File: src/rtl/axis2fifo_pack_pkg.sv
// Shared definitions for the AXI4-Stream to FIFO pixel packer.
package axis2fifo_pack_pkg;

   // Framing state: hunting for frame start, or packing an aligned frame
   typedef enum logic {
      WAIT_SOF = 1'b0,
      ACTIVE   = 1'b1
   } state_t;

   // Pixels per FIFO word
   localparam int LANES = 4;

   // Ceiling log2, used to size counters from parameters
   function automatic int clogb2(input int value);
      int r = 0;
      while ((1 << r) < value) r = r + 1;
      return r;
   endfunction

   localparam int LANE_W = clogb2(LANES);

   // Lane k is placed MSB-first: lane 0 in the top slice of the word
   function automatic int lane_lsb(input int fdw, input int dw, input int k);
      return fdw - dw * (k + 1);
   endfunction

endpackage

File: src/rtl/axis_word_pack_reg.sv
// Output holding register for one packed word with valid/ready handshake.
module axis_word_pack_reg
   import axis2fifo_pack_pkg::*;
#(
   parameter int FDW = 128
) (
   input  logic           clk,
   input  logic           rst_n,
   input  logic           load,
   input  logic [FDW-1:0] din,
   input  logic           sof_in,
   input  logic           eol_in,
   input  logic           rdy,
   output logic           can_load,
   output logic           vld,
   output logic [FDW-1:0] dout,
   output logic           sof,
   output logic           eol
);

   logic           vld_reg;
   logic [FDW-1:0] dout_reg;
   logic           sof_reg;
   logic           eol_reg;

   // Capture a completed word; hold it until the FIFO takes it
   always_ff @(posedge clk) begin
      if (!rst_n) begin
         vld_reg  <= 1'b0;
         dout_reg <= '0;
         sof_reg  <= 1'b0;
         eol_reg  <= 1'b0;
      end else if (load) begin
         vld_reg  <= 1'b1;
         dout_reg <= din;
         sof_reg  <= sof_in;
         eol_reg  <= eol_in;
      end else if (rdy) begin
         vld_reg  <= 1'b0;
      end
   end

   // Register is free when empty or draining this cycle
   assign can_load = !vld_reg || rdy;
   // Valid is masked during reset so the FIFO never writes in the reset cycle
   assign vld      = vld_reg && rst_n;
   assign dout     = dout_reg;
   assign sof      = sof_reg;
   assign eol      = eol_reg;

endmodule

File: src/rtl/axis2fifo_pack.sv
// AXI4-Stream slave packing four 32-bit pixels into one FIFO word,
// with frame alignment on USER and line-length checking.
module axis2fifo_pack
   import axis2fifo_pack_pkg::*;
#(
   parameter int FDW               = 128,
   parameter int AXIS_DATA_WIDTH   = 32,
   parameter int PIXELS_HORIZONTAL = 1280,
   parameter int PIXELS_VERTICAL   = 1024
) (
   input  logic                         S_AXIS_ACLK,
   input  logic                         S_AXIS_ARESETN,
   input  logic                         S_AXIS_TVALID,
   output logic                         S_AXIS_TREADY,
   input  logic [AXIS_DATA_WIDTH-1:0]   S_AXIS_TDATA,
   input  logic [AXIS_DATA_WIDTH/8-1:0] S_AXIS_TSTRB,
   input  logic                         S_AXIS_TLAST,
   input  logic                         S_AXIS_USER,
   output logic                         fwr_vld,
   input  logic                         fwr_rdy,
   output logic [FDW-1:0]               fwr_dout,
   output logic                         fwr_sof,
   output logic                         fwr_eol,
   output logic [10:0]                  frame_cnt,
   output logic                         err_len,
   input  logic                         err_clr
);

   localparam int DW     = AXIS_DATA_WIDTH;
   localparam int PIX_W  = clogb2(PIXELS_HORIZONTAL);
   localparam int LINE_W = (clogb2(PIXELS_VERTICAL) < 1) ? 1 : clogb2(PIXELS_VERTICAL);
   localparam logic [PIX_W-1:0]  PIX_LAST  = PIX_W'(PIXELS_HORIZONTAL - 1);
   localparam logic [LINE_W-1:0] LINE_LAST = LINE_W'(PIXELS_VERTICAL - 1);
   localparam logic [LANE_W-1:0] LANE_LAST = LANE_W'(LANES - 1);

   state_t              state_reg;
   logic [LANE_W-1:0]   lane_reg;
   logic [PIX_W-1:0]    pix_cnt_reg;
   logic [LINE_W-1:0]   line_cnt_reg;
   logic                sof_pend_reg;
   logic                running_reg;
   logic [10:0]         frame_cnt_reg;
   logic                err_len_reg;
   logic [DW-1:0]       acc_reg [LANES-1];

   logic                in_active, restart, take, flush;
   logic [LANE_W-1:0]   cur_lane;
   logic [PIX_W-1:0]    cur_pix;
   logic [LINE_W-1:0]   cur_line;
   logic                at_h_end, last_eff, eol_beat, need_load;
   logic                tready, fire, load, err_set;
   logic                word_sof, word_eol, out_can_load;
   logic [DW-1:0]       lane_word [LANES];
   logic [FDW-1:0]      word_next;
   logic                unused_tstrb;

   // Byte strobes carry no meaning here; every byte is treated as valid
   assign unused_tstrb = ^S_AXIS_TSTRB;

   // Classify the beat on the bus and decide whether it needs the output register
   always_comb begin
      in_active = (state_reg == ACTIVE);
      // USER outside the first pixel of line 0 restarts the frame on this beat
      restart   = S_AXIS_USER && (!in_active || pix_cnt_reg != '0 || line_cnt_reg != '0);
      take      = in_active || S_AXIS_USER;
      // A restart with pixels already accumulated pushes them out first;
      // a TLAST on that same beat is ignored since the register takes only one word
      flush     = in_active && restart && (lane_reg != '0);
      cur_lane  = restart ? '0 : lane_reg;
      cur_pix   = restart ? '0 : pix_cnt_reg;
      cur_line  = restart ? '0 : line_cnt_reg;
      at_h_end  = (cur_pix == PIX_LAST);
      last_eff  = S_AXIS_TLAST && !flush;
      eol_beat  = last_eff || at_h_end;
      need_load = take && (flush || cur_lane == LANE_LAST || eol_beat);
      tready    = running_reg && S_AXIS_ARESETN && (!need_load || out_can_load);
      fire      = S_AXIS_TVALID && tready && take;
      load      = fire && need_load;
      err_set   = fire && ((in_active && restart) ||
                           (last_eff && !at_h_end) ||
                           (at_h_end && !S_AXIS_TLAST));
      word_sof  = flush ? sof_pend_reg : (restart || sof_pend_reg);
      word_eol  = flush || eol_beat;
   end

   genvar gi;
   generate
      for (gi = 0; gi < LANES; gi++) begin : g_lane
         localparam int LSB = lane_lsb(FDW, DW, gi);
         if (gi < LANES - 1) begin : g_stored
            // Word lane: earlier lanes from the accumulator, current lane from the bus, rest zero
            assign lane_word[gi] = flush ? ((LANE_W'(gi) < lane_reg) ? acc_reg[gi] : '0)
                                 : (LANE_W'(gi) < cur_lane)  ? acc_reg[gi]
                                 : (LANE_W'(gi) == cur_lane) ? S_AXIS_TDATA : '0;

            // Accumulate the pixel arriving for this lane
            always_ff @(posedge S_AXIS_ACLK) begin
               if (!S_AXIS_ARESETN)
                  acc_reg[gi] <= '0;
               else if (fire && cur_lane == LANE_W'(gi))
                  acc_reg[gi] <= S_AXIS_TDATA;
            end
         end else begin : g_last
            // The last lane always completes a word, so it comes straight from the bus
            assign lane_word[gi] = (!flush && cur_lane == LANE_W'(gi)) ? S_AXIS_TDATA : '0;
         end
         assign word_next[LSB +: DW] = lane_word[gi];
      end
   endgenerate

   // Framing FSM with pixel/line/frame counters and sticky length error
   always_ff @(posedge S_AXIS_ACLK) begin
      if (!S_AXIS_ARESETN) begin
         state_reg     <= WAIT_SOF;
         lane_reg      <= '0;
         pix_cnt_reg   <= '0;
         line_cnt_reg  <= '0;
         sof_pend_reg  <= 1'b0;
         running_reg   <= 1'b0;
         frame_cnt_reg <= '0;
         err_len_reg   <= 1'b0;
      end else begin
         running_reg <= 1'b1;
         if (err_set)
            err_len_reg <= 1'b1;
         else if (err_clr)
            err_len_reg <= 1'b0;
         if (fire) begin
            sof_pend_reg <= (need_load && !flush) ? 1'b0 : (restart || sof_pend_reg);
            if (eol_beat) begin
               pix_cnt_reg <= '0;
               lane_reg    <= '0;
               if (cur_line == LINE_LAST) begin
                  line_cnt_reg <= '0;
                  state_reg    <= WAIT_SOF;
                  if (frame_cnt_reg != 11'h7FF)
                     frame_cnt_reg <= frame_cnt_reg + 11'd1;
               end else begin
                  line_cnt_reg <= cur_line + LINE_W'(1);
                  state_reg    <= ACTIVE;
               end
            end else begin
               pix_cnt_reg  <= cur_pix + PIX_W'(1);
               lane_reg     <= (cur_lane == LANE_LAST) ? '0 : cur_lane + LANE_W'(1);
               line_cnt_reg <= cur_line;
               state_reg    <= ACTIVE;
            end
         end
      end
   end

   axis_word_pack_reg #(
      .FDW (FDW)
   ) u_out_reg (
      .clk      (S_AXIS_ACLK),
      .rst_n    (S_AXIS_ARESETN),
      .load     (load),
      .din      (word_next),
      .sof_in   (word_sof),
      .eol_in   (word_eol),
      .rdy      (fwr_rdy),
      .can_load (out_can_load),
      .vld      (fwr_vld),
      .dout     (fwr_dout),
      .sof      (fwr_sof),
      .eol      (fwr_eol)
   );

   assign S_AXIS_TREADY = tready;
   assign frame_cnt     = frame_cnt_reg;
   assign err_len       = err_len_reg;

endmodule

File: config.mk
export PLATFORM = sky130hd
export DESIGN_NAME = axis2fifo_pack
export DESIGN_NICKNAME = d
export VERILOG_FILES = /design/src/rtl/axis2fifo_pack_pkg.sv /design/src/rtl/axis_word_pack_reg.sv /design/src/rtl/axis2fifo_pack.sv
export SDC_FILE = /design/constraint.sdc
export NUM_CORES = 1
export LEC_CHECK = 0
export BUFFER_PORTS_ARGS = -buffer_cell sky130_fd_sc_hd__buf_4
export CAP_MARGIN = 20
export CORE_MARGIN = 1.5
export CORE_UTILIZATION = 51
export DETAILED_ROUTE_END_ITERATION = 12
export GPL_TIMING_DRIVEN = 0
export PLACE_DENSITY = 0.76
export SETUP_SLACK_MARGIN = 0.15
export SYNTH_ARGS = -nofsm -noshare
export SYNTH_HDL_FRONTEND = slang
export SYNTH_SLANG_ARGS = --single-unit
File: constraint.sdc
create_clock -name S_AXIS_ACLK -period 4.3 [get_ports S_AXIS_ACLK]
set_input_delay 0.43 -clock S_AXIS_ACLK [delete_from_list [all_inputs] [get_ports S_AXIS_ACLK]]
set_output_delay 0.43 -clock S_AXIS_ACLK [all_outputs]
set_load 0.02 [all_outputs]
==> results by group <==
Clocking
  – Root Buffer: clkbuf_16
  – CTS Buffer Depth: 3
  – Clk slew on worst S/H paths: around 60 ps
  – Worst skew pair latency: between 500 and 600 ps
  – Total clock sinks: roughly 270
  – CTS tree: yes
  – Total CTS buffers: 28
  – Htree depth: 1

Synth
  – Syn_area_per_cell: between 9 and 10 um2
  – Post-synthesis cell area: around 11000 um2
  – Sequential fraction of the synthesis area: 56.99%
  – Synth unique cells: 51
  – Ys async rst share: 0%
  – Post-synthesis compound-gate area fraction: 15.81%
  – Simple-gate share of the synthesized area: roughly 22%
  – Proportion of synthesized area in mux cells: 0%
  – Synth Area in Adders: less than 1%
  – Largest family of logic cells by synthesized area: simple AND/OR/NAND/NOR gates
  – Number of synthesized register bits: 265
  – Syn nets: 1175
  – Synth Flop Type: dfxtp_1
  – EDFF count, synth: 96
  – Cells after Synth: ~1100
  – Synth warnings: 0
  – Area share of xor/xnor cells in the synthesized design: less than 1%

Routing
  – Drt drc: 0
  – DRT Wirelength: 35220 um
  – Routed len/inst: ~21 um
  – Initial DRC count: roughly 1000
  – First drt pass iteration count: 8
  – Post-route ant nets: 0
  – Via density: ~6.3
  – Vias: about 10000

Setup path
  – Worst R2R Setup Slack: ~330 ps
  – Setup crit start kind: register
  – WS Path Type: register to output port
  – Worst reg2reg path startpoint: line_cnt_reg[6]$_SDFFE_PN0N_
  – Crit path required time: 3870 ps
  – Crit Reg-Reg Endpoint: acc_reg[1][2]$_SDFFCE_PN0P_
  – Crit Path Max Fanout: 10
  – FF-to-FF path depth: 15
  – Setup crit end kind: output port
  – Worst Path Arrival: about 3600 ps

STA
  – Least-Margin Pin Slew: approximately 1300 ps
  – Final slew viol count: 0
  – Clock skew: about 19 ps
  – Tmin final: approximately 4000 ps
  – Fin crit share: 93.71%
  – Max-slew headroom: 13.50%
  – Unrepaired setup endpoints after global routing: no
  – Achievable Freq: approximately 250 MHz
  – Final worst slack: around 270 ps
  – Fin. Hold Viols: 0
  – Finish-stage setup viols: 0
  – Fin Setup TNS: 0 ps

Global routing
  – First-pass GRT wire length: around 53000 um
  – GRT overflow: 0
  – GRT Resource Usage Total: a little under a third
  – Vias in the first global route: 9490
  – Initial antenna violation count: 1
  – Pin count of the biggest net entering global routing: 33

Worst hold path
  – Worst Hold Path EP: running_reg$_DFF_P_
  – Class of the worst hold path: input port to register
  – Number of cells on the worst hold path: 1
  – HP Start: S_AXIS_ARESETN

Die
  – Placeable Area: approximately 21000 um2
  – FP Rows: 53
  – Initial Util: a little over half
  – Die H: ~150 um
  – I/O pin cnt: ~190
  – Die area: 22450 um2
  – Die X: 149.8 um

Pwr
  – P_sw: approximately 1.3 mW
  – Sequential share of power: 47.6%
  – Clock power share: 46.5%
  – Combinational cell fraction of total power: slightly below 6%
  – Pwr/cell area: 405.7 nW/um2
  – Total power: 5.640 mW
  – Peak VDD IR: between 0.3 and 0.4 mV
  – LEAKAGE: 6.001 nW
  – Internal: about 4.4 mW
  – Sw frac: 22.42%

Final layout
  – Synth-to-Final Area Change: 26.44%
  – Share of layout cells above drive strength 1: 20.01%
  – Most frequent cells in the layout: buf_4, dfxtp_1, nor2_1, nand3_1, and3_1
  – Commonest non-fill, non-tap cell in the layout: buf_4
  – Fill count: 1659
  – Max FFs per register: 128
  – Final #Nets: ~1400

Status
  – Status: finished clean

Place
  – I/O Buffers: between 150 and 200
  – GPL Wtd Cong: ~0.9
  – Post-Place Setup Slack: -969.7 ps
  – DP HPWL: about 24000 um

Job
  – Max Cap Viol: 0
how the worst max path moves through the flow:
stage / start / end / slack, ps
after floorplan: line_cnt_reg[6]$_SDFFE_PN0N_ / acc_reg[0][0]$_SDFFCE_PN0P_ / 270
after global placement: in_active$_SDFFE_PN0N_ / acc_reg[2][4]$_SDFFCE_PN0P_ / -900
after detailed placement: in_active$_SDFFE_PN0N_ / acc_reg[2][3]$_SDFFCE_PN0P_ / -970
after CTS: line_cnt_reg[6]$_SDFFE_PN0N_ / S_AXIS_TREADY / 180
after global routing: line_cnt_reg[6]$_SDFFE_PN0N_ / S_AXIS_TREADY / 150
final: line_cnt_reg[6]$_SDFFE_PN0N_ / S_AXIS_TREADY / 270
synth_stat cells (3+ instances only):
| cell | number | area (um2) |
|---|---|---|
| dfxtp_1 | 169 | 3383 |
| nand3_1 | 111 | 555.5 |
| nor2_1 | 110 | 412.9 |
| and3_1 | 106 | 663.1 |
| nand2_1 | 103 | 386.6 |
| edfxtp_1 | 96 | 2883 |
| clkbuf_1 | 78 | 292.8 |
| o21ai_0 | 75 | 375.4 |
| a221oi_1 | 64 | 560.5 |
| a311oi_1 | 33 | 289.0 |
| a21oi_1 | 28 | 140.1 |
| buf_2 | 19 | 95.09 |
| inv_1 | 9 | 33.78 |
| nand4_1 | 9 | 56.30 |
| or3_1 | 9 | 56.30 |
| o211ai_1 | 8 | 60.06 |
| ha_1 | 7 | 87.58 |
| nor3_1 | 7 | 35.03 |
| nor4_1 | 7 | 43.79 |
| o21ai_1 | 7 | 35.03 |
| or4_1 | 7 | 52.55 |
| nand2b_1 | 5 | 31.28 |
| o21a_1 | 5 | 37.54 |
| a31oi_1 | 4 | 25.02 |
| o41ai_1 | 4 | 35.03 |
| a41oi_1 | 3 | 26.28 |
| and2_1 | 3 | 18.77 |
| and4_1 | 3 | 26.28 |
| buf_1 | 3 | 11.26 |
| buf_4 | 3 | 22.52 |
| nor2b_1 | 3 | 18.77 |
| o31ai_1 | 3 | 22.52 |
worst max-delay path, cell delays in order (launching register included):
cell       delay [ps]
dfxtp_1           290
clkbuf_1          180
nor4_2            250
nand4_1           220
o21ai_4           190
buf_4             180
and2_2            200
ha_4              170
nand3_4           130
nor4_4            390
a2111oi_4         150
buf_4             190
o311a_1           340
buf_4             160
power groups by stage:
| stage | registers (mW) | logic (mW) | clock network [mW] |
|---|---|---|---|
| 6_report | 2.68 | 0.334 | 2.62 |
| 5_1_grt | 2.69 | 0.354 | 2.74 |
| 4_1_cts | 2.68 | 0.323 | 2.62 |
| 3_5_place_dp | 2.74 | 0.315 | 0 |
| 3_3_place_gp | 2.73 | 0.310 | 0 |
| 2_1_floorplan | 2.75 | 0.129 | 0 |
kinds of logic after synthesis:
group	after synthesis
AOI/OAI and AO/OA	247
xor gates and xnor gates	2
adders and majority gates	7
buffers and inverters	112
DFF	265
and+or+nand+nor	492
final cells by class:
class                      instances  area [um2]  area share [%]
tap                              275       344.1           2.475
multi-input combinational        750        4431           31.87
buffer                           103       427.9           3.078
antenna                            1       2.502         0.01800
sequential                       265        6267           45.09
timing repair buffer             185        1389           9.991
clock buffer                      38       810.8           5.833
inverter                           9       33.78          0.2430
clock inverter                    14       195.2           1.404
per-layer routing:
| layer | GRT usage [%] | wire length [um] | vias to the layer above |
|---|---|---|---|
| met5 | 0 | 0 | - |
| met3 | 6.159 | 4075 | 94 |
| met1 | 42.38 | 14140 | 4945 |
| met4 | 12.25 | 1282 | 0 |
| met2 | 46.58 | 15720 | 655 |
| li1 | - | - | 4644 |
through the flow:
| step | instance area, um2 | utilization [%] | hold slack (ps) | cells |
|---|---|---|---|---|
| global route | 13900 | 65.91 | 87.59 | 1639 |
| detailed placement | 12720 | 60.30 | 445.1 | 1582 |
| finish | 13900 | 65.92 | 89.78 | 1640 |
| global placement | 12720 | 60.30 | 442.4 | 1582 |
| CTS | 13820 | 65.55 | 77.74 | 1637 |
| floorplan | 11010 | - | 444.6 | 1125 |
timing repair:
item                       in CTS  in global routing
gates resized for setup        13                 14
pin swaps                       4                  2
buffers inserted                3                  0
setup endpoints to repair     361                232
hold buffers                    0                  0
cloned                          0                  2
Power figures use the tool's default switching activity.
